==> config.mk <==
export PLATFORM = sky130hd
export DESIGN_NAME = dt_walk_engine
export DESIGN_NICKNAME = d
export VERILOG_FILES = /design/src/rtl/dt_pkg.sv /design/src/rtl/dt_node_table.sv /design/src/rtl/dt_walk_engine.sv
export SDC_FILE = /design/constraint.sdc
export NUM_CORES = 1
export LEC_CHECK = 0
export ABC_AREA = 1
export CAP_MARGIN = 25
export CORE_MARGIN = 10
export CORE_UTILIZATION = 57
export CTS_BUF_LIST = sky130_fd_sc_hd__clkbuf_4 sky130_fd_sc_hd__clkbuf_8
export DETAILED_ROUTE_END_ITERATION = 10
export PLACE_DENSITY_LB_ADDON = 0.1
export SLEW_MARGIN = 10
export SYNTH_ARGS = -nofsm -noshare
export SYNTH_HDL_FRONTEND = slang
export SYNTH_SLANG_ARGS = --single-unit
==> constraint.sdc <==
create_clock -name clk -period 2.99 [get_ports clk]
set_input_delay 0.7475 -clock clk [delete_from_list [all_inputs] [get_ports clk]]
set_output_delay 0.7475 -clock clk [all_outputs]
set_load 0.1 [all_outputs]
==> src/rtl/dt_pkg.sv <==
// ---------------------------------------------------------------------------
// dt_pkg
// Shared types and constants for the decision-tree walk engine.
//   node_t      : one node table entry {leaf, feat, thr, left, right, cls}
//   calc_node_w : packed node width from N, F, C and AW
//   state_t     : walk FSM states
//   STAT_W      : per-class statistics counter width
// ---------------------------------------------------------------------------
package dt_pkg;

    localparam int N         = 8;               // feature / threshold width
    localparam int F         = 4;               // features per sample
    localparam int C         = 2;               // class code width
    localparam int NODES     = 16;              // node table depth
    localparam int AW        = $clog2(NODES);   // node index width
    localparam int MAX_DEPTH = 8;               // walk steps before error
    localparam int FW        = $clog2(F);       // feature select width
    localparam int DW        = $clog2(MAX_DEPTH);
    localparam int STAT_W    = 16;

    function automatic int calc_node_w(input int n, input int f, input int c, input int aw);
        return 1 + $clog2(f) + n + 2 * aw + c;
    endfunction

    localparam int NODE_W = calc_node_w(N, F, C, AW);

    typedef struct packed {
        logic          leaf;
        logic [FW-1:0] feat;
        logic [N-1:0]  thr;
        logic [AW-1:0] left;
        logic [AW-1:0] right;
        logic [C-1:0]  cls;
    } node_t;

    typedef enum logic [1:0] {
        IDLE,
        WALK,
        DONE
    } state_t;

    // A table entry after reset: a class-0 leaf, so an unprogrammed tree
    // classifies everything as class 0 in one step.
    function automatic node_t reset_node();
        node_t n;
        n      = '0;
        n.leaf = 1'b1;
        return n;
    endfunction

endpackage

==> src/rtl/dt_node_table.sv <==
// ---------------------------------------------------------------------------
// dt_node_table
// NODES x node_t register file: one synchronous write port, one
// combinational read port. Every entry resets to a class-0 leaf.
// Ports:
//   clk, rst_n        clock, asynchronous active-low reset
//   i_we              write strobe (already qualified by the caller)
//   i_waddr, i_wdata  write index and node
//   i_raddr           read index
//   o_rdata           node at i_raddr (combinational)
// ---------------------------------------------------------------------------
module dt_node_table
    import dt_pkg::*;
(
    input  logic          clk,
    input  logic          rst_n,
    input  logic          i_we,
    input  logic [AW-1:0] i_waddr,
    input  node_t         i_wdata,
    input  logic [AW-1:0] i_raddr,
    output node_t         o_rdata
);

    node_t r_mem [NODES];

    // NOTE: this table is built from flops, not RAM, precisely so it can be
    // reset; a reset on a real memory array would block RAM inference.
    always_ff @(posedge clk or negedge rst_n) begin
        if (!rst_n) begin
            for (int i = 0; i < NODES; i++) begin
                r_mem[i] <= reset_node();
            end
        end else if (i_we) begin
            r_mem[i_waddr] <= i_wdata;
        end
    end

    assign o_rdata = r_mem[i_raddr];

endmodule

==> src/rtl/dt_walk_engine.sv <==
// ---------------------------------------------------------------------------
// dt_walk_engine
// Runtime-programmable decision-tree classifier. A sample is accepted in
// IDLE, the tree is walked one node per clock in WALK, and the class is
// held in DONE until the sink takes it.
// Optional feature: define DT_STATS_EN for per-class result counters.
// Ports:
//   clk, rst_n                clock, asynchronous active-low reset
//   stat_sel/clr/count        (DT_STATS_EN only) counter select, clear, value
//   in_valid/in_ready         sample handshake
//   in_features               feature f at [f*N +: N]
//   out_valid/out_ready       result handshake
//   out_cls, out_err          class code, walk aborted flag
//   cfg_we/addr/wdata         node table write port (IDLE only)
//   busy                      engine not idle
// ---------------------------------------------------------------------------
module dt_walk_engine
    import dt_pkg::*;
(
    input  logic              clk,
    input  logic              rst_n,
`ifdef DT_STATS_EN
    input  logic [C-1:0]      stat_sel,
    input  logic              stat_clr,
    output logic [STAT_W-1:0] stat_count,
`endif
    input  logic              in_valid,
    output logic              in_ready,
    input  logic [F*N-1:0]    in_features,
    output logic              out_valid,
    input  logic              out_ready,
    output logic [C-1:0]      out_cls,
    output logic              out_err,
    input  logic              cfg_we,
    input  logic [AW-1:0]     cfg_addr,
    input  logic [NODE_W-1:0] cfg_wdata,
    output logic              busy
);

    state_t         r_state;
    state_t         w_next_state;
    logic [N-1:0]   r_features [F];
    logic [AW-1:0]  r_ptr;
    logic [DW-1:0]  r_depth;
    logic [C-1:0]   r_cls;
    logic           r_err;

    node_t          w_node;
    logic [N-1:0]   w_feat_val;
    logic [AW-1:0]  w_next_idx;
    logic           w_fault;
    logic           w_accept;
    logic           w_cfg_wr;

    // Writes outside IDLE are dropped so the table is frozen during a walk.
    assign w_cfg_wr = cfg_we && (r_state == IDLE);
    assign w_accept = in_valid && in_ready;

    dt_node_table u_table (
        .clk     (clk),
        .rst_n   (rst_n),
        .i_we    (w_cfg_wr),
        .i_waddr (cfg_addr),
        .i_wdata (node_t'(cfg_wdata)),
        .i_raddr (r_ptr),
        .o_rdata (w_node)
    );

    assign w_feat_val = r_features[w_node.feat];
    assign w_next_idx = (w_feat_val < w_node.thr) ? w_node.left : w_node.right;
    // The index range test is always false while NODES is a power of two;
    // it stays so a non-power-of-two table still traps dangling links.
    assign w_fault    = (32'(w_next_idx) >= NODES) ||
                        (r_depth == DW'(MAX_DEPTH - 1));

    // ---------------- FSM: state register ----------------
    // NOTE: clocked state uses non-blocking assignment so every flop samples
    // pre-edge values; blocking here would create order-dependent races.
    always_ff @(posedge clk or negedge rst_n) begin
        if (!rst_n) begin
            r_state <= IDLE;
        end else begin
            r_state <= w_next_state;
        end
    end

    // ---------------- FSM: next state ----------------
    // NOTE: the default assignment first keeps every path assigned, so no
    // latch is inferred when a branch does not mention w_next_state.
    always_comb begin
        w_next_state = r_state;
        case (r_state)
            IDLE:    if (w_accept) w_next_state = WALK;
            WALK:    if (w_node.leaf || w_fault) w_next_state = DONE;
            DONE:    if (out_ready) w_next_state = IDLE;
            default: w_next_state = IDLE;
        endcase
    end

    // ---------------- FSM: outputs ----------------
    // A pending config write claims the IDLE cycle, hence in_ready drops.
    always_comb begin
        in_ready  = (r_state == IDLE) && !cfg_we;
        out_valid = (r_state == DONE);
        busy      = (r_state != IDLE);
    end

    // ---------------- Walk datapath ----------------
    always_ff @(posedge clk or negedge rst_n) begin
        if (!rst_n) begin
            for (int f = 0; f < F; f++) begin
                r_features[f] <= '0;
            end
            r_ptr   <= '0;
            r_depth <= '0;
            r_cls   <= '0;
            r_err   <= 1'b0;
        end else begin
            case (r_state)
                IDLE: begin
                    if (w_accept) begin
                        for (int f = 0; f < F; f++) begin
                            r_features[f] <= in_features[f*N +: N];
                        end
                        r_ptr   <= '0;
                        r_depth <= '0;
                    end
                end
                WALK: begin
                    // A leaf wins over the depth limit: the last allowed
                    // step may still land on a valid result.
                    if (w_node.leaf) begin
                        r_cls <= w_node.cls;
                        r_err <= 1'b0;
                    end else if (w_fault) begin
                        r_cls <= '0;
                        r_err <= 1'b1;
                    end else begin
                        r_ptr   <= w_next_idx;
                        r_depth <= r_depth + DW'(1);
                    end
                end
                default: ;
            endcase
        end
    end

    assign out_cls = r_cls;
    assign out_err = r_err;

`ifdef DT_STATS_EN
    // ---------------- Per-class result counters ----------------
    logic [STAT_W-1:0] r_stat_cnt [2**C];
    logic              w_stat_inc;

    assign w_stat_inc = out_valid && out_ready && !r_err;

    always_ff @(posedge clk or negedge rst_n) begin
        if (!rst_n) begin
            for (int k = 0; k < 2**C; k++) begin
                r_stat_cnt[k] <= '0;
            end
        end else if (stat_clr) begin
            for (int k = 0; k < 2**C; k++) begin
                r_stat_cnt[k] <= '0;
            end
        end else if (w_stat_inc && (r_stat_cnt[r_cls] != '1)) begin
            r_stat_cnt[r_cls] <= r_stat_cnt[r_cls] + STAT_W'(1);
        end
    end

    assign stat_count = r_stat_cnt[stat_sel];
`endif

endmodule

# After elaboration in Yosys (flattened, before gate mapping)
# Index checks and enable logic that the tools add are counted.
dict set report op_classes {
  addsub 1
  n_lt_le_gt_ge 5
  n_eq_ne 8
  mux 26
  n_bitwise 3
  reduce_logical 14
}
# operator count
set ops {}
lappend ops {{bitwise mux 336 bit} 1}
lappend ops {{binary-select mux 21 bit (select 4 bit)} 1}
lappend ops {{demux 21 bit (select 4 bit)} 1}
lappend ops {{two-way mux 21 bit} 3}
lappend ops {{binary-select mux 8 bit (select 2 bit)} 1}
lappend ops {{two-way mux 4 bit} 4}
lappend ops {{two-way mux 8 bit} 2}
lappend ops {{greater-or-equal comparator 5 bit (second input constant)} 2}
lappend ops {{two-way mux 2 bit} 5}
lappend ops {{NOT 4 -> 5 bit} 2}
lappend ops {{two-way mux 3 bit} 3}
lappend ops {{< comparator 8 bit} 1}
lappend ops {{!= test 2 bit (second input constant)} 4}
lappend ops {{one-hot mux 4 bit (2 select lines)} 1}
lappend ops {{one-hot mux 2 bit (3 select lines)} 1}
lappend ops {{one-hot mux 3 bit (2 select lines)} 1}
lappend ops {{nonzero test 2 bit} 3}
lappend ops {{< comparator 5 x 1 -> 1 bit (second input constant)} 1}
lappend ops {{logical AND 1 bit} 4}
lappend ops {{AND reduction 2 bit} 2}
lappend ops {{AND reduction 4 bit} 1}
lappend ops {{adder 3 x 1 -> 3 bit (second input constant)} 1}
lappend ops {{== test 3 bit (second input constant)} 1}
lappend ops {{greater-or-equal comparator 3 bit (second input constant)} 1}
lappend ops {{other kinds (9)} 10}
dict set report word_totals {
  ff_bits 380
  inputBits 62
  output_inout_bits 6
}

# Logic depth before layout (Yosys ltp)
# Gate-level depths: netlist of run 1.
dict set report depth {
  ltp_word 13
  ltp_mapped 22
  depth_no_buf 20
}

# By module
# A second synthesis of run 1 with hierarchy kept.
dict set report unflattened {
  cells_unflattened 2443
  hier_area_um2 18336.3
}
# module instances cells_each area_per_inst_um2 seq_area_each_um2
set modules_own_cells {}
lappend modules_own_cells {dt_node_table 1 2160 16120.5 8428.1}
lappend modules_own_cells {dt_walk_engine 1 283 2215.9 1101.1}

# Least setup slack after synthesis of run 1
# No wires, ideal clock.
dict set report synth_path {
  path_type {register to register}
  startpoint {register r_state[0]}
  endpoint {register r_features[10] in the netlist's numbering}
  setup_ns 0.125
  t_arrival_ns 3.510
  t_required_ns 2.865
  setup_slack_ns -0.645
  path_stages_with_launch 7
  n_path_buf 1
  period_less_slack_ns 3.635
  cell_sequence {dfrtp_1 -> nor2_1 -> inv_1 -> nor2_1 -> nand2_1 -> clkbuf_1 -> mux2_2}
}
dict set report synth_via {
  elab_chain_len 4
}
# item line_no
set synth_lines {}
lappend synth_lines {{start: declaration} dt_walk_engine.sv:40} ;# state_t r_state;
lappend synth_lines {{start signal: assignment} dt_walk_engine.sv:83} ;# r_state <= w_next_state;
lappend synth_lines {{logical NOT 2 bit} dt_walk_engine.sv:103} ;# in_ready = (r_state == IDLE) && !cfg_we;
lappend synth_lines {{logical AND 1 bit} dt_walk_engine.sv:103}
lappend synth_lines {{named net in_ready} dt_walk_engine.sv:28} ;# output logic in_ready,
lappend synth_lines {{logical AND 1 bit} dt_walk_engine.sv:57} ;# assign w_accept = in_valid && in_ready;
lappend synth_lines {{AND reduction 2 bit (no line)} n/a}
lappend synth_lines {{end signal: indexed assignment} dt_walk_engine.sv:123} ;# r_features[f] <= in_features[f*N +: N];
lappend synth_lines {{end: declaration} dt_walk_engine.sv:42} ;# logic [N-1:0] r_features [F];
# The timed path passes the listed nets, and every way through them passes these cells.
# A chain may end at the register's enable or synchronous reset.

# Worst setup path after layout of run 1
dict set report layout_path {
  startpoint {register r_ptr[0]}
  endpoint {register r_ptr[3]}
}
dict set report layout_via {
  elab_chain_len 13
}
# item line_no
set layout_lines {}
lappend layout_lines {{start: declaration} dt_walk_engine.sv:43} ;# logic [AW-1:0] r_ptr;
lappend layout_lines {{start signal: assignment} dt_walk_engine.sv:139} ;# r_ptr <= w_next_idx;
lappend layout_lines {{NOT 4 -> 5 bit (not written as such) (*)} dt_node_table.sv:38} ;# assign o_rdata = r_mem[i_raddr];
lappend layout_lines {{binary-select mux 21 bit (select 4 bit) (*)} dt_node_table.sv:38}
lappend layout_lines {{two-way mux 21 bit (not written as such) (*) (2 in a row)} dt_node_table.sv:38}
lappend layout_lines {{NOT 2 -> 3 bit (not written as such)} dt_walk_engine.sv:69} ;# assign w_feat_val = r_features[w_node.feat];
lappend layout_lines {{binary-select mux 8 bit (select 2 bit)} dt_walk_engine.sv:69}
lappend layout_lines {{two-way mux 8 bit (not written as such) (2 in a row)} dt_walk_engine.sv:69}
lappend layout_lines {{< comparator 8 bit} dt_walk_engine.sv:70} ;# assign w_next_idx = (w_feat_val < w_node.thr) ? w_node.left : w_node.right;
lappend layout_lines {{two-way mux 4 bit} dt_walk_engine.sv:70}
lappend layout_lines {{two-way mux 4 bit} dt_walk_engine.sv:135} ;# end else if (w_fault) begin
lappend layout_lines {{two-way mux 4 bit} dt_walk_engine.sv:132} ;# if (w_node.leaf) begin
lappend layout_lines {{one-hot mux 4 bit (2 select lines)} dt_walk_engine.sv:119} ;# case (r_state)
# Every way passes the cells marked *; elsewhere a longest branch is shown, timed or not. The select of a mux whose other input is x is not followed.

==> summary.md, run 1 <==
| Metric | Value |
|---|---|
| Status | complete, no violations |
| Largest family of logic cells by synthesized area | compound AO/OA/AOI/OAI gates |
| Final instance area | 19700 um^2 |
| Post-Synth Simple-Gate Area | 0.169 |
| Number of antenna violations at the first check in global routing | 0 |
| Critical path class | reg2reg |
| Placer Congestion | 0.859 |
| XOR/XNOR Fraction of Synth Area | 0 |
| Seq cells post-synth | between 300 and 400 |
| Fmax | 347 MHz |
| Least-Margin Pin Slew | around 830 ps |
| Synth area leaders | dfrtp_1 (53%), o21ai_0 (13%), nand2_1 (12%), clkbuf_1 (2.6%), nor2_1 (2.5%) |
| Max Transition Viols Final | 0 |
| Peak supply drop | around 0.00063 V |
| Number of port buffers | 67 |
| Clock Latency Late Sink | 630 ps |
| Mux cell area share after synthesis | 0.0185 |
| Slew headroom | 0.439 |
| Post-synthesis instance total | between 1500 and 2000 |
| CTS root buf | clkbuf_8 |
| Initial Util | 0.577 |
| Post-Synth Adder-Cell Area | 0.00660 |
| Delay of the slowest cell on the worst path | 550 ps |
| Starting DRC count in detailed routing | 1588 |
| Net Count, Synth | roughly 2000 |
| CP Data Required Time | 3530 ps |
| Drt first pass iters | 5 |
| Tot Pwr | about 0.022 W |
| Final HPWL DP | 27400 um |
| Lkg Pwr | 9.06 nW |
| Post-synth top area share | 0.534 |
| P per Cell Area | 1110 nW/um^2 |
| Routed WL | 48200 um |
| Final net count | 2077 |
| Vias in the first global route | 13900 |
| Die Height | approximately 190 um |
| Max Cap Viol | 0 |
| CP cell instances | buf_4 -> nand2_1 -> nand3_1 -> nand3_1 -> nand3_2 -> nand2_4 -> clkinvlp_4 -> nand2_1 -> a32oi_1 -> ha_1 -> a21oi_1 -> nor2_1 -> a211oi_2 -> buf_4 -> nand2_2 -> nand2_1 -> nand3_1 -> nand2_1 |
| # clock sinks | 380 |
| Fillers | between 2000 and 2500 |
| Mapped cell area | 17100 um^2 |
| Wire per inst | 19.7 um |
| Final hold vios | 0 |
| Core Area | 29600 um^2 |
| IO Count | between 60 and 70 |
| Crit path time final | 2880 ps |
| Commonest non-fill, non-tap cell in the layout | nand2_1 |
| Register area share after synthesis | 0.559 |
| Hold_buf cts | 0 |
| CTS buffer count | 61 |
| Worst Hold Class | in2async |
| Max clock buf depth | 3 |
| Type of origin of the critical path | register |
| H-tree depth | 2 |
| Crit end category | register |
| Die area | 37200 um^2 |
| First-pass GRT wire length | 76700 um |
| P&R area growth vs syn | 15.4% |
| Die Wd | 193 um |
| Reg-to-Reg End | r_ptr[3] |
| Post-synth top area cell | dfrtp_1 |
| Final setup fails | 0 |
| Final worst slack | roughly 110 ps |
| DP Area | approximately 18000 um^2 |
| Total congestion overflow | 0 |
| Reg2Reg Depth | 18 |
| Setup TNS after final layout | 0 ps |
| Yosys cell types | 34 |
| N_diodes | 0 |
| Vias per cell | 5.89 |
| Avg Cell Area, Syn | 8.67 um^2 |
| Tcrit/Tclk final | 0.963 |
| Commonest non-fill, non-tap cells in the layout | nand2_1 (530), o21ai_0 (427), dfrtp_1 (360) |
| Setup WS pre-CTS | -188 ps |
| Critical Path AT | 3420 ps |
| Total track usage | 0.259 |
| Residual DRC | 0 |
| Num rows | between 60 and 70 |
| CP dominant cell by count | nand2_1 |
| Area of the multi-input gates | about 6600 um^2 |
| Vias | ~14000 |
| Register area | 9540 um^2 |
| Worst path slowest cell | dfrtp_4 |
| Compound-Gate Fraction of Synth Area | 0.192 |
| Yosys warns | 0 |
| CTS tree | built |
| Clock skew | 21.6 ps |
| RR Startpoint | r_ptr[0] |
| Largest net degree at the start of global routing | between 100 and 150 |
| Reg clk slew, reported paths | 70 ps |
| Reg-to-reg slack, setup | 110 ps |
| DRT antenna net count | 0 |
| Critical Path Fanout Max | 7 |
| Layout cell share with drive strength beyond 1 | 0.124 |
[metal layers]
layer / global-route usage / routed length, um / vias up / part of all wire
li1: - / - / 6714 / -
met1: 0.367 / 21500 / 7027 / 0.44
met2: 0.398 / 21500 / 591 / 0.45
met3: 0.0514 / 4260 / 74 / 0.088
met4: 0.0749 / 988 / 0 / 0.020
met5: 0 / 0 / - / 0
[flip-flops by register name (all words and copies together) (netlist names)]
name and flops:
r_depth 3, r_ptr 4, r_state 2, r_features 32, u_table.r_mem 336, out_err 1, out_cls 2
[power by group]
group	internal, W	total (W)	switching (W)
sequential	0.00759	0.00894	0.00135
combinational	0.00318	0.00815	0.00498
clock	0.00277	0.00483	0.00207
total	0.0135	0.0219	0.00839
[synthesized netlist by cell type, drive strengths merged]
library cell / count
nor4: 1
o31ai: 9
nand2: 535
a22o: 2
a211oi: 1
clkbuf: 119
o22ai: 14
o21a: 1
buf: 43
dfrtp: 364
a21oi: 66
nand3: 72
a221oi: 27
o211ai: 8
nand4: 6
mux2: 28
inv: 63
o21ai: 428
o221ai: 28
clkinv: 1
a32oi: 5
ha: 9
a31oi: 5
nor3: 1
dfstp: 16
nor2: 115
[kinds of logic (layout without fill, tap and decap cells)]
kind of cell	Yosys count	after routing
adder cells (fa/ha/maj)	9	9
flip-flops	380	380
AO/OA/AOI/OAI	594	594
buffers and inverters	226	313
AND/OR/NAND/NOR	730	730
multiplexers	28	28
[worst max-delay path by stage]
stage	startpoint	to	slack, ps	cells after the start
floorplan	r_ptr[0]	r_ptr[0]	30	18
global placement	r_ptr[0]	r_ptr[0]	-30	17
global route	r_ptr[0]	r_ptr[0]	-30	18
detailed placement	r_ptr[0]	r_ptr[3]	-190	18
finish	r_ptr[0]	r_ptr[3]	110	18
CTS	r_ptr[0]	r_ptr[3]	9	19
[what timing repair did]
action                     CTS  global route
buffers inserted             3             7
pin swaps                    0             4
gates resized for setup      6            10
cloned                       0             2
setup endpoints to repair    4             4
[worst max-delay path, delay by kind of cell, from the launching register on]
| family | cells | cell delay (ps) |
|---|---|---|
| DFF | 1 | 550 |
| and+or+nand+nor | 11 | 980 |
| buffers and inverters | 3 | 520 |
| adders and majority gates | 1 | 330 |
| AOI/OAI and AO/OA | 3 | 440 |
[layout make-up]
class	instances	share of cell area
clock buffers	96	0.0601
clock inverters	15	0.00814
inverters	64	0.0130
multi-input cells	1361	0.336
flip-flops and latches	380	0.485
well taps	390	0.0248
repair buffers	137	0.0729
repair inverters	1	0.000381
[per-stage QoR]
stage,utilization,cells,hold slack (ps)
detailed placement,0.615,2321,468
floorplan,-,1967,448
finish,0.666,2444,138
CTS,0.661,2435,160
global route,0.666,2444,178
global placement,0.615,2321,461
No activity file was read; power rests on OpenSTA's default activity.
==> inputs of run 2 (changes only) <==
--- a/config.mk
+++ b/config.mk
@@ -12,7 +12,9 @@
 export CTS_BUF_LIST = sky130_fd_sc_hd__clkbuf_4 sky130_fd_sc_hd__clkbuf_8
 export DETAILED_ROUTE_END_ITERATION = 10
 export PLACE_DENSITY_LB_ADDON = 0.1
-export SLEW_MARGIN = 10
+export SLEW_MARGIN = 30
 export SYNTH_ARGS = -nofsm -noshare
 export SYNTH_HDL_FRONTEND = slang
+export SYNTH_HIERARCHICAL = 1
 export SYNTH_SLANG_ARGS = --single-unit
+export TNS_END_PERCENT = 50
==> run 2 against run 1 <==
Register-to-register slack better by 70 ps. Maximum frequency increased by 2.4%. Sequential power shrank 1%. First-iteration DRC count grew 1.4%. Combinational power grew 13%. Synthesized area grew 7.5%. Setup slack better by 67 ps. Worst hold slack got worse by 71 ps. Critical endpoint unchanged. Largest cell class unchanged.
==> summary.md, run 2 <==
| Metric | Value |
|---|---|
| Max clock buf depth | 3 (unchanged) |
| Total congestion overflow | 0 (unchanged) |
| Number of flip-flops in the largest register | 336 (unchanged) |
| P per Cell Area | 1090 nW/um^2 (-2.2%) |
| Starting DRC count in detailed routing | 1610 (+1.4%) |
| # clock sinks | 380 (unchanged) |
| N_diodes | 0 (unchanged) |
| Net Count, Synth | 2514 (+23%) |
| Max Transition Viols Final | 0 (unchanged) |
| Vias per cell | 5.43 (-7.8%) |
| Post-synth top area cell | dfrtp_1 |
| Clock skew | 22.2 ps (+0.660 ps) |
| Post-synth ARST share | 1.00 (unchanged) |
| Number of antenna violations at the first check in global routing | 0 (unchanged) |
| Wire per inst | 17.9 um (-9.5%) |
| Synth area leaders | dfrtp_1 (50%), nand2_1 (17%), o21ai_0 (10%), nand3_1 (7.3%), inv_1 (6.9%) |
| CTS tree | built |
| Hold_buf cts | 0 (unchanged) |
| Lkg Pwr | 10.6 nW (+17%) |
| Fmax | 356 MHz (+2.4%) |
| Tcrit/Tclk final | 0.940 (-0.0224) |
| Top flop regs | u_table/r_mem x336, r_features x32, r_ptr x4 |
| Final net count | 2547 (+23%) |
| Initial Util | 0.580 (+0.00266) |
| Clock Latency Late Sink | 650 ps (+20 ps) |
| Setup WS pre-CTS | 60.2 ps (+248 ps) |
| Most flops, register | u_table/r_mem |
| Crit end category | register |
| Post-synth top area share | 0.497 (-0.0374) |
| Most common cell in the netlist | nand2_1 |
| CTS buffer count | 61 (unchanged) |
| Final setup fails | 0 (unchanged) |
| Yosys warns | 6 (+6) |
| Final worst slack | 178 ps (+67.0 ps) |
| Layout cell share with drive strength beyond 1 | 0.0918 (-0.0323) |
| Num rows | 65 (+3.2%) |
| Type of origin of the critical path | register |
| IO Count | 68 (unchanged) |
| Vias in the first global route | 14700 (+6.1%) |
| Peak supply drop | 0.000442 V (-30%) |
| Post-synth EDFFs | 0 (unchanged) |
| Die Height | 199 um (+3.3%) |
| Avg Cell Area, Syn | 7.51 um^2 (-13%) |
| Synth Flop Type | dfrtp_1 |
| Synth top cells by count | nand2_1 (839), o21ai_0 (378), dfrtp_1 (364), inv_1 (335), nand3_1 (269) |
| Seq cells post-synth | 380 (unchanged) |
| Max Cap Viol | 0 (unchanged) |
| Status | complete, no violations |
| Drt first pass iters | 5 (unchanged) |
| Critical path class | reg2reg |
| Routed WL | 52300 um (+8.4%) |
| Mapped cell area | 18300 um^2 (+7.5%) |
| H-tree depth | 2 (unchanged) |
| Die Wd | 199 um (+3.3%) |
| Total track usage | 0.267 (+0.00832) |
| Least-Margin Pin Slew | 784 ps (-49.9 ps) |
| Residual DRC | 0 (unchanged) |
| Die area | 39700 um^2 (+6.7%) |
| Commonest non-fill, non-tap cells in the layout | nand2_1 (837), o21ai_0 (376), dfrtp_1 (362) |
| Placer Congestion | 0.893 (+4.0%) |
| Register area share after synthesis | 0.520 (-0.0391) |
| Commonest non-fill, non-tap cell in the layout | nand2_1 |
| Core Area | 31600 um^2 (+7.0%) |
| Reg clk slew, reported paths | 60 ps (about the same) |
| P&R area growth vs syn | 14.9% |
| First-pass GRT wire length | 83200 um (+8.5%) |
| CP Data Required Time | 3520 ps (about the same) |
| Worst Hold Class | in2async |
| DRT antenna net count | 0 (unchanged) |
| Yosys cell types | 29 (-15%) |
| Post-synthesis instance total | 2443 (+24%) |
| Setup TNS after final layout | 0 ps (unchanged) |
| Largest net degree at the start of global routing | 73 (-31%) |
| Final HPWL DP | 31300 um (+14%) |
| Critical Path Fanout Max | 19 (+12) |
| CTS root buf | clkbuf_8 |
| Slew headroom | 0.477 (+0.0380) |
| Crit path time final | 2810 ps (-67.0 ps) |
| Final hold vios | 0 (unchanged) |
| Vias | 15900 (+10%) |
| Critical Path AT | 3340 ps (-80 ps) |
| Number of port buffers | 67 (unchanged) |
## run 2: cell count changes in the layout (fill, tap and decap cells not counted), sizes merged, moves of 27 or more
cell,previous run,this run
inv,61,346
nor2,115,29
o21ai,428,387
mux2,28,1
nand2,535,843
o221ai,28,0
nand3,72,269
a221oi,27,0
a21oi,66,3
## run 2: where the power goes
group | leakage, nW | internal (W) | switching (W) | total [W]
clock | 0.737 | 0.00286 | 0.00208 | 0.00494
sequential | 4.74 | 0.00762 | 0.00120 | 0.00881
combinational | 5.12 | 0.00339 | 0.00580 | 0.00920
## run 2: timing repair
| action | CTS | global route |
|---|---|---|
| setup buffers | 0 | 2 |
| endpoints found under the setup margin | 0 | 4 |
| gates resized for setup | 0 | 8 |
## run 2: kinds of logic after synthesis
logic type	after synthesis	synth area share
AND/OR/NAND/NOR	1145	0.256
buffers and inverters	507	0.107
AO/OA/AOI/OAI	401	0.111
flip-flops	380	0.520
adder cells (fa/ha/maj)	9	0.00614
multiplexers	1	0.000614
## run 2: cell type report
class                           count  area, um^2
Multi-Input combinational cell   1556        6910
Tap cell                          402         503
Inverter                          345        1300
Clock inverter                     12         145
Fill cell                        2759       10600
Sequential cell                   380        9530
Timing Repair Buffer              132        1430
Clock buffer                      101        1230
## run 2: stage by stage
| stage | cell area (um^2) | hold slack [ps] | utilization | instances | power (W) |
|---|---|---|---|---|---|
| finish | 21100 | 67.2 | 0.666 | 2928 | 0.0229 |
| global route | 21100 | 78.4 | 0.666 | 2928 | 0.0249 |
| CTS | 21000 | 57.8 | 0.665 | 2926 | 0.0228 |
| detailed placement | 19600 | 462 | 0.621 | 2813 | 0.0178 |
| global placement | 19600 | 465 | 0.621 | 2813 | 0.0175 |
| floorplan | 18300 | 444 | - | 2443 | 0.0152 |
## run 2: metal layers
layer  up-vias  track usage  part of all wire
li1       7669            -                 -
met1      7522        0.375              0.44
met5         -            0                 0
met2       645        0.415              0.45
met4         0       0.0746             0.020
met3        76       0.0515             0.082
## run 2: worst max-delay path, stage by stage, from the launching register on
cell and delay (ps):
dfrtp_4 540, buf_12 180, o21ai_1 130, nand2_1 60, nand3_1 70, nand3_1 120, nand2_4 150, inv_4 90
o21ai_1 150, o22ai_1 110, ha_1 320, nand2_1 100, nor2_1 60, a211oi_2 190, buf_4 180, nand3_1 80
nand3_1 90, nand2_1 60
## run 2: worst paths after layout
check,from,endpoint,slack [ps],depth (start not counted)
max,r_ptr[0],r_ptr[3],180,17
min,rst_n,u_table/r_mem[119],70,1
max reg2reg,r_ptr[0],r_ptr[3],180,17
min reg2reg,u_table/r_mem[150],u_table/r_mem[150],480,2
max in group asynchronous,rst_n,u_table/r_mem[134],2140,2
min in group clk,u_table/r_mem[150],u_table/r_mem[150],480,2
==> inputs of run 3 (changes only) <==
--- a/config.mk
+++ b/config.mk
@@ -9,7 +9,8 @@
 export CAP_MARGIN = 25
 export CORE_MARGIN = 10
 export CORE_UTILIZATION = 57
-export CTS_BUF_LIST = sky130_fd_sc_hd__clkbuf_4 sky130_fd_sc_hd__clkbuf_8
+export CTS_BUF_LIST = sky130_fd_sc_hd__clkbuf_2
+export CTS_CLUSTER_DIAMETER = 100
 export DETAILED_ROUTE_END_ITERATION = 10
 export PLACE_DENSITY_LB_ADDON = 0.1
 export SLEW_MARGIN = 30
==> run 3 against run 2 <==
Worst hold slack improved by 220 ps. Highest routed layer unchanged. Critical endpoint unchanged. Critical path depth unchanged. Setup slack improved by 9.3 ps. Via count rose by 1.1%. Largest cell class unchanged.
==> summary.md, run 3 (synthesis gave the netlist of run 2 again) <==
| Metric | Value |
|---|---|
| Status | complete, no violations |
| Clock Latency Late Sink | 1010 ps (+360 ps) |
| Reg2Reg Depth | 17 (unchanged) |
| Die Height | 199 um (unchanged) |
| IO Count | 68 (unchanged) |
| Crit end category | register |
| Routed WL | 52500 um (+0.38%) |
| Die Wd | 199 um (unchanged) |
| Final core utilization | 0.652 (-0.0141) |
| Final instance area | 20600 um^2 (-2.1%) |
| Die area | 39700 um^2 (unchanged) |
| Total track usage | 0.267 (about the same) |
| Commonest non-fill, non-tap cell in the layout | nand2_1 |
| Setup WS pre-CTS | 60.2 ps (unchanged) |
| Commonest non-fill, non-tap cells in the layout | nand2_1 (837), o21ai_0 (376), dfrtp_1 (362) |
| Max Cap Viol | 0 (unchanged) |
| Lkg Pwr | 10.6 nW (-0.15%) |
| CTS buffer count | 97 (+59%) |
| CTS tree | built |
| P&R area growth vs syn | 12.4% |
| H-tree depth | 3 (+1) |
| Drt first pass iters | 7 (+2) |
| Layout cell share with drive strength beyond 1 | 0.112 (+0.0206) |
| Fillers | 2874 (+4.2%) |
| Final worst slack | 187 ps (+9.26 ps) |
| Final HPWL DP | 31300 um (unchanged) |
| RR Startpoint | r_ptr[0] |
| Number of flip-flops in the largest register | 336 (unchanged) |
| Crit path time final | 2800 ps (-9.26 ps) |
| Placer Congestion | 0.893 (unchanged) |
| Least-Margin Pin Slew | 786 ps (+1.61 ps) |
| Total congestion overflow | 0 (unchanged) |
| Routed wl met2 | 23600 um (-0.57%) |
| Critical path class | reg2reg |
| Top flop regs | u_table/r_mem x336, r_features x32, r_ptr x4 |
| First-pass GRT wire length | 83000 um (-0.31%) |
| Most flops, register | u_table/r_mem |
| Metal-1 WL | 23400 um (+0.65%) |
| Largest net degree at the start of global routing | 73 (unchanged) |
| CP Data Required Time | 3900 ps (+380 ps) |
| WHS | 285 ps (+218 ps) |
| Critical Path Fanout Max | 16 (-3) |
| Initial Util | 0.580 (unchanged) |
| Clock skew | 74.7 ps (+52.5 ps) |
| Setup crit start | r_ptr[0] |
| Worst Hold Class | in2async |
| Core Area | 31600 um^2 (unchanged) |
| Vias per cell | 5.37 (-1.1%) |
| Max Transition Viols Final | 0 (unchanged) |
| Slew headroom | 0.476 (-0.00107) |
| Num rows | 65 (unchanged) |
| Vias in the first global route | 14900 (+1.4%) |
| Fmax | 357 MHz (+0.33%) |
| P per Cell Area | 1050 nW/um^2 (-4.0%) |
| Number of antenna violations at the first check in global routing | 1 (+1) |
| # clock sinks | 380 (unchanged) |
| Type of origin of the critical path | register |
| Reg clk slew, reported paths | 120 ps (+60 ps) |
| Top sig layer | met4 |
| Met3 wire length | 4510 um (+4.5%) |
| Number of port buffers | 67 (unchanged) |
| Final hold vios | 0 (unchanged) |
| CTS root buf | clkbuf_2 |
| Vias | 16100 (+1.1%) |
| DRT antenna net count | 0 (unchanged) |
| Final setup fails | 0 (unchanged) |
| Final net count | 2588 (+1.6%) |
| Peak supply drop | 0.000485 V (+9.7%) |
| DP Area | 19600 um^2 (unchanged) |
| Residual DRC | 0 (unchanged) |
| Max clock buf depth | 3 (unchanged) |
| Tot Pwr | 0.0216 W (-6.0%) |
| Wire per inst | 17.5 um (-1.8%) |
| Tcrit/Tclk final | 0.937 (-0.00310) |
| Starting DRC count in detailed routing | 1712 (+6.3%) |
| Critical Path AT | 3710 ps (+370 ps) |
[run 3: final timing paths]
path | end | slack [ps]
setup / recovery | r_ptr[3] | 190
hold / removal | r_state[0] | 290
setup reg to reg | r_ptr[3] | 190
hold reg to reg | u_table/r_mem[94] | 490
max in group asynchronous | u_table/r_mem[322] | 1870
min in group clk | r_features[14] | 290
[run 3: power by group]
group | total, W | switching (W) | leakage [nW] | internal [W]
clock | 0.00346 | 0.00209 | 0.682 | 0.00136
combinational | 0.00934 | 0.00586 | 5.15 | 0.00348
sequential | 0.00877 | 0.00118 | 4.74 | 0.00759
total | 0.0216 | 0.00914 | 10.6 | 0.0124
[run 3: repair_timing]
item                                   in CTS  in global routing
hold buffers                                1                  0
buffers inserted                            0                  5
setup endpoints to repair                   0                  4
endpoints found under the hold margin      41                  0
gates resized for setup                     0                 14
[run 3: routing by layer]
metal | vias to the layer above | global-route usage
li1 | 7782 | -
met1 | 7582 | 0.371
met2 | 637 | 0.411
met3 | 80 | 0.0592
met4 | 0 | 0.0841
met5 | - | 0
[run 3: final cells by class]
class	instances	area, um^2	share of cell area
clock buffer	157	786	0.0381
tap	402	503	0.0244
multi-input combinational	1556	6940	0.337
timing repair buffer	137	1480	0.0719
sequential	380	9530	0.463
inverter	345	1310	0.0633
clock inverter	14	61.3	0.00297
antenna	2	5.00	0.000243
[run 3: worst max-delay path, cell delays in order, from the launching register on]
cell	delay, ps
dfrtp_4	550
buf_12	160
o21ai_1	130
nand2_1	60
nand3_1	100
nand3_2	100
nand2_4	140
inv_4	90
nor2_1	110
o22ai_1	100
ha_1	290
a21oi_1	130
nor2_1	70
a211oi_2	190
buf_4	180
nand3_1	110
nand3_1	120
nand2_1	70
[run 3: metrics by stage]
step	setup TNS, ps	cells
after floorplan	0	2443
after global placement	0	2813
after detailed placement	0	2813
after CTS	0	2985
after global routing	-60.2	2993
final	0	2993
==> variant (flow settings as in run 3) <==
Add a define of `DT_STATS_EN`.
--- a/src/rtl/dt_walk_engine.sv
+++ b/src/rtl/dt_walk_engine.sv
@@ -14,6 +14,8 @@
 //   cfg_we/addr/wdata         node table write port (IDLE only)
 //   busy                      engine not idle
 // ---------------------------------------------------------------------------
+`define DT_STATS_EN
+
 module dt_walk_engine
     import dt_pkg::*;
 (
Interface: changed (added stat_clr, stat_count and stat_sel); port bits go from 68 to 87. No check against the original RTL was run, so the function may have changed too.
==> variant against run 3 <==
Utilization rose by 1.1 points; design area is 24% higher; sequential share of layout area decreased by 2.8 points; synthesized cell count up 23%; combinational power up 12%; wire length rose by 28%; power rose by 12%; worst setup slack got worse by 0.14 ns; critical endpoint unchanged; non-clock buffer count up 45; sequential cell count up 64; synthesized area up 22%.
==> variant: results (changes against run 3) <==
[setup_path]
ff2ff_path_depth=19  ; was 17
regToRegSetupSlack_ns=0.05  ; was 0.19 ns
r2r_end=r_ptr[3]  ; unchanged
cp_max_fo=6  ; was 16
cp.arrival_ns=3.94  ; was 3.71 ns
cp_slowest_cell=dfrtp_4  ; unchanged
cpPeakStageDelay_ns=0.57  ; was 0.55 ns
crit_start=r_ptr[0]  ; unchanged

[synth]
synth_area_leaders=dfrtp_1, nand2_1, o21ai_0  ; unchanged
dominantRegCellSynth=dfrtp_1  ; unchanged
synth_cell_type_count=36  ; was 29
syn_nets=3091  ; was 2,514
synthCells=3016  ; was 2,443
synth-seq-area-share_pct=49.70  ; was 51.97%
ys_warn_count=6  ; unchanged
async_reset_ff_share_pct=100.0  ; unchanged
synth_top_cells_by_count=nand2_1, o21ai_0, dfrtp_1  ; unchanged

[global_route]
grt_pass1_vias=19730  ; was 14.92k
track_usage_pct=28.01  ; was 26.74%
antenna_found_initial=2  ; was 1
grt_pass1_wl_um=107100  ; was 82,970 µm
grt_start_max_net_pins=143  ; was 73

[placed_design]
dp_cells=3506  ; was 2,813
portBuffers=86  ; was 67
routabilityCongestion=0.8881  ; was 0.8930
dpl.hpwl_um=42120  ; was 31,270 µm
place_area_um2=24300  ; was 19,650 µm²

[finish]
fill_cells=3453  ; was 2,874
reg.largest.list=u_table/r_mem (336), r_stat_cnt (64), r_features (32)  ; was u_table/r_mem (336), r_features (32), r_ptr (4)
nets=3197  ; was 2,588
layout-drive-gt1-share_pct=12.53  ; was 11.24%

[clock_network]
cts_root_buffer=clkbuf_2  ; unchanged
cts_buffer_depth=3  ; unchanged
clk_pin_slew_ns=0.11
cts_buffers=116  ; was 97
clock_latency_ns=1.09  ; was 1.01 ns
h-tree-depth=3  ; unchanged

[hold_path]
min_path_type=in2reg  ; was in2async
min_from=in_features[25]
whs_endpoint=r_features[1]
whs_path_depth=3

[detailed_routing]
drt_iter0_markers=2362  ; was 1,712
avgViaCountPerCell=5.563  ; was 5.373
wl_per_cell_um=18.08  ; was 17.54 µm
dr.pass1.iters=6  ; was 7
vias=20750  ; was 16.08k

[pwr]
power.leakage_nw=12.81  ; was 10.57 nW
ir_worst_vdd_mv=0.4861  ; was 0.4851 mV

[timing]
drv_slew=0  ; unchanged
slew_headroom_pct=49.92  ; was 47.60%
skew_ns=0.07850  ; was 0.07474 ns

[outcome]
status=completed  ; unchanged

variant: cell types whose count changed after synthesis, moves of 10 or more:
cell | before | now
buf_6 | 0 | 10
clkbuf_1 | 110 | 131
dfrtp_1 | 364 | 428
inv_1 | 335 | 362
nand2_1 | 839 | 978
nand3_1 | 269 | 369
nor2_1 | 27 | 92
o21ai_0 | 378 | 450
o21ai_1 | 9 | 45
o22ai_1 | 7 | 20
variant: worst max-delay path: cells and delay by family (launching register included):
family / cells / cell delay [ns]
AOI/OAI and AO/OA: 3 / 0.47
adders and majority gates: 1 / 0.18
buffers and inverters: 4 / 0.69
DFF: 1 / 0.57
and+or+nand+nor: 11 / 0.99
variant: metrics by stage:
stage          hold slack (ns)  setup WS, ns  setup TNS [ns]  utilization, %
3_5_place_dp            0.4718       -0.1503         -0.5730           62.74
4_1_cts                 0.1230     0.0005946               0           65.49
2_1_floorplan           0.4436       -0.2736          -1.258               -
6_report                0.2191       0.04588               0           66.23
5_1_grt                 0.1350       -0.1129         -0.6209           66.23
3_3_place_gp            0.4652       -0.1095         -0.4179           62.74
variant: cell type report:
class                      instances  share of cell area, %
antenna                            2                0.01951
clock buffer                     175                  3.414
clock inverter                    30                 0.5072
inverter                         369                  5.516
multi-input combinational       2008                  36.06
sequential                       444                  43.41
tap                              518                  2.526
timing repair buffer             182                  8.515
timing repair inverter             1                0.02926
variant: repair_timing:
| action | in CTS | in global routing |
|---|---|---|
| resized for setup | 5 | 48 |
| buffers inserted | 4 | 7 |
| setup endpoints to repair | 4 | 15 |
| hold buffers | 1 | 0 |
| endpoints found under the hold margin | 58 | 0 |
| gates cloned | 1 | 3 |
| pin swaps | 0 | 9 |
variant: report_power, final:
group	internal, W	switching [W]
Combinational	0.00388	0.00665
Sequential	0.00844	0.00122
Clock	0.00156	0.00250
variant: kinds of logic after synthesis:
group                    after synthesis  synth area share (%)
buffers and inverters                564                 10.09
flip-flops                           444                 49.70
AND/OR/NAND/NOR                     1469                 27.63
AO/OA/AOI/OAI                        525                 11.87
adder cells (fa/ha/maj)               10                0.5587
XOR/XNOR                               4                0.1565
variant: per-layer routing:
| layer | track usage [%] | vias up | part of all wire [%] |
|---|---|---|---|
| met5 | 0 | - | 0 |
| met2 | 43.64 | 847 | 47 |
| met4 | 9.512 | 0 | 2.3 |
| met3 | 5.097 | 128 | 7.8 |
| li1 | - | 9844 | - |
| met1 | 38.82 | 9926 | 43 |
variant: worst max path at each step:
| stage | end | slack, ns | depth (start not counted) |
|---|---|---|---|
| CTS | r_ptr[3] | 0.0006 | 18 |
| floorplan | stat_count[12] | -0.27 | 4 |
| finish | r_ptr[3] | 0.05 | 19 |
| global route | r_ptr[3] | -0.11 | 18 |
| detailed placement | r_ptr[3] | -0.15 | 18 |
| global placement | r_ptr[0] | -0.11 | 18 |
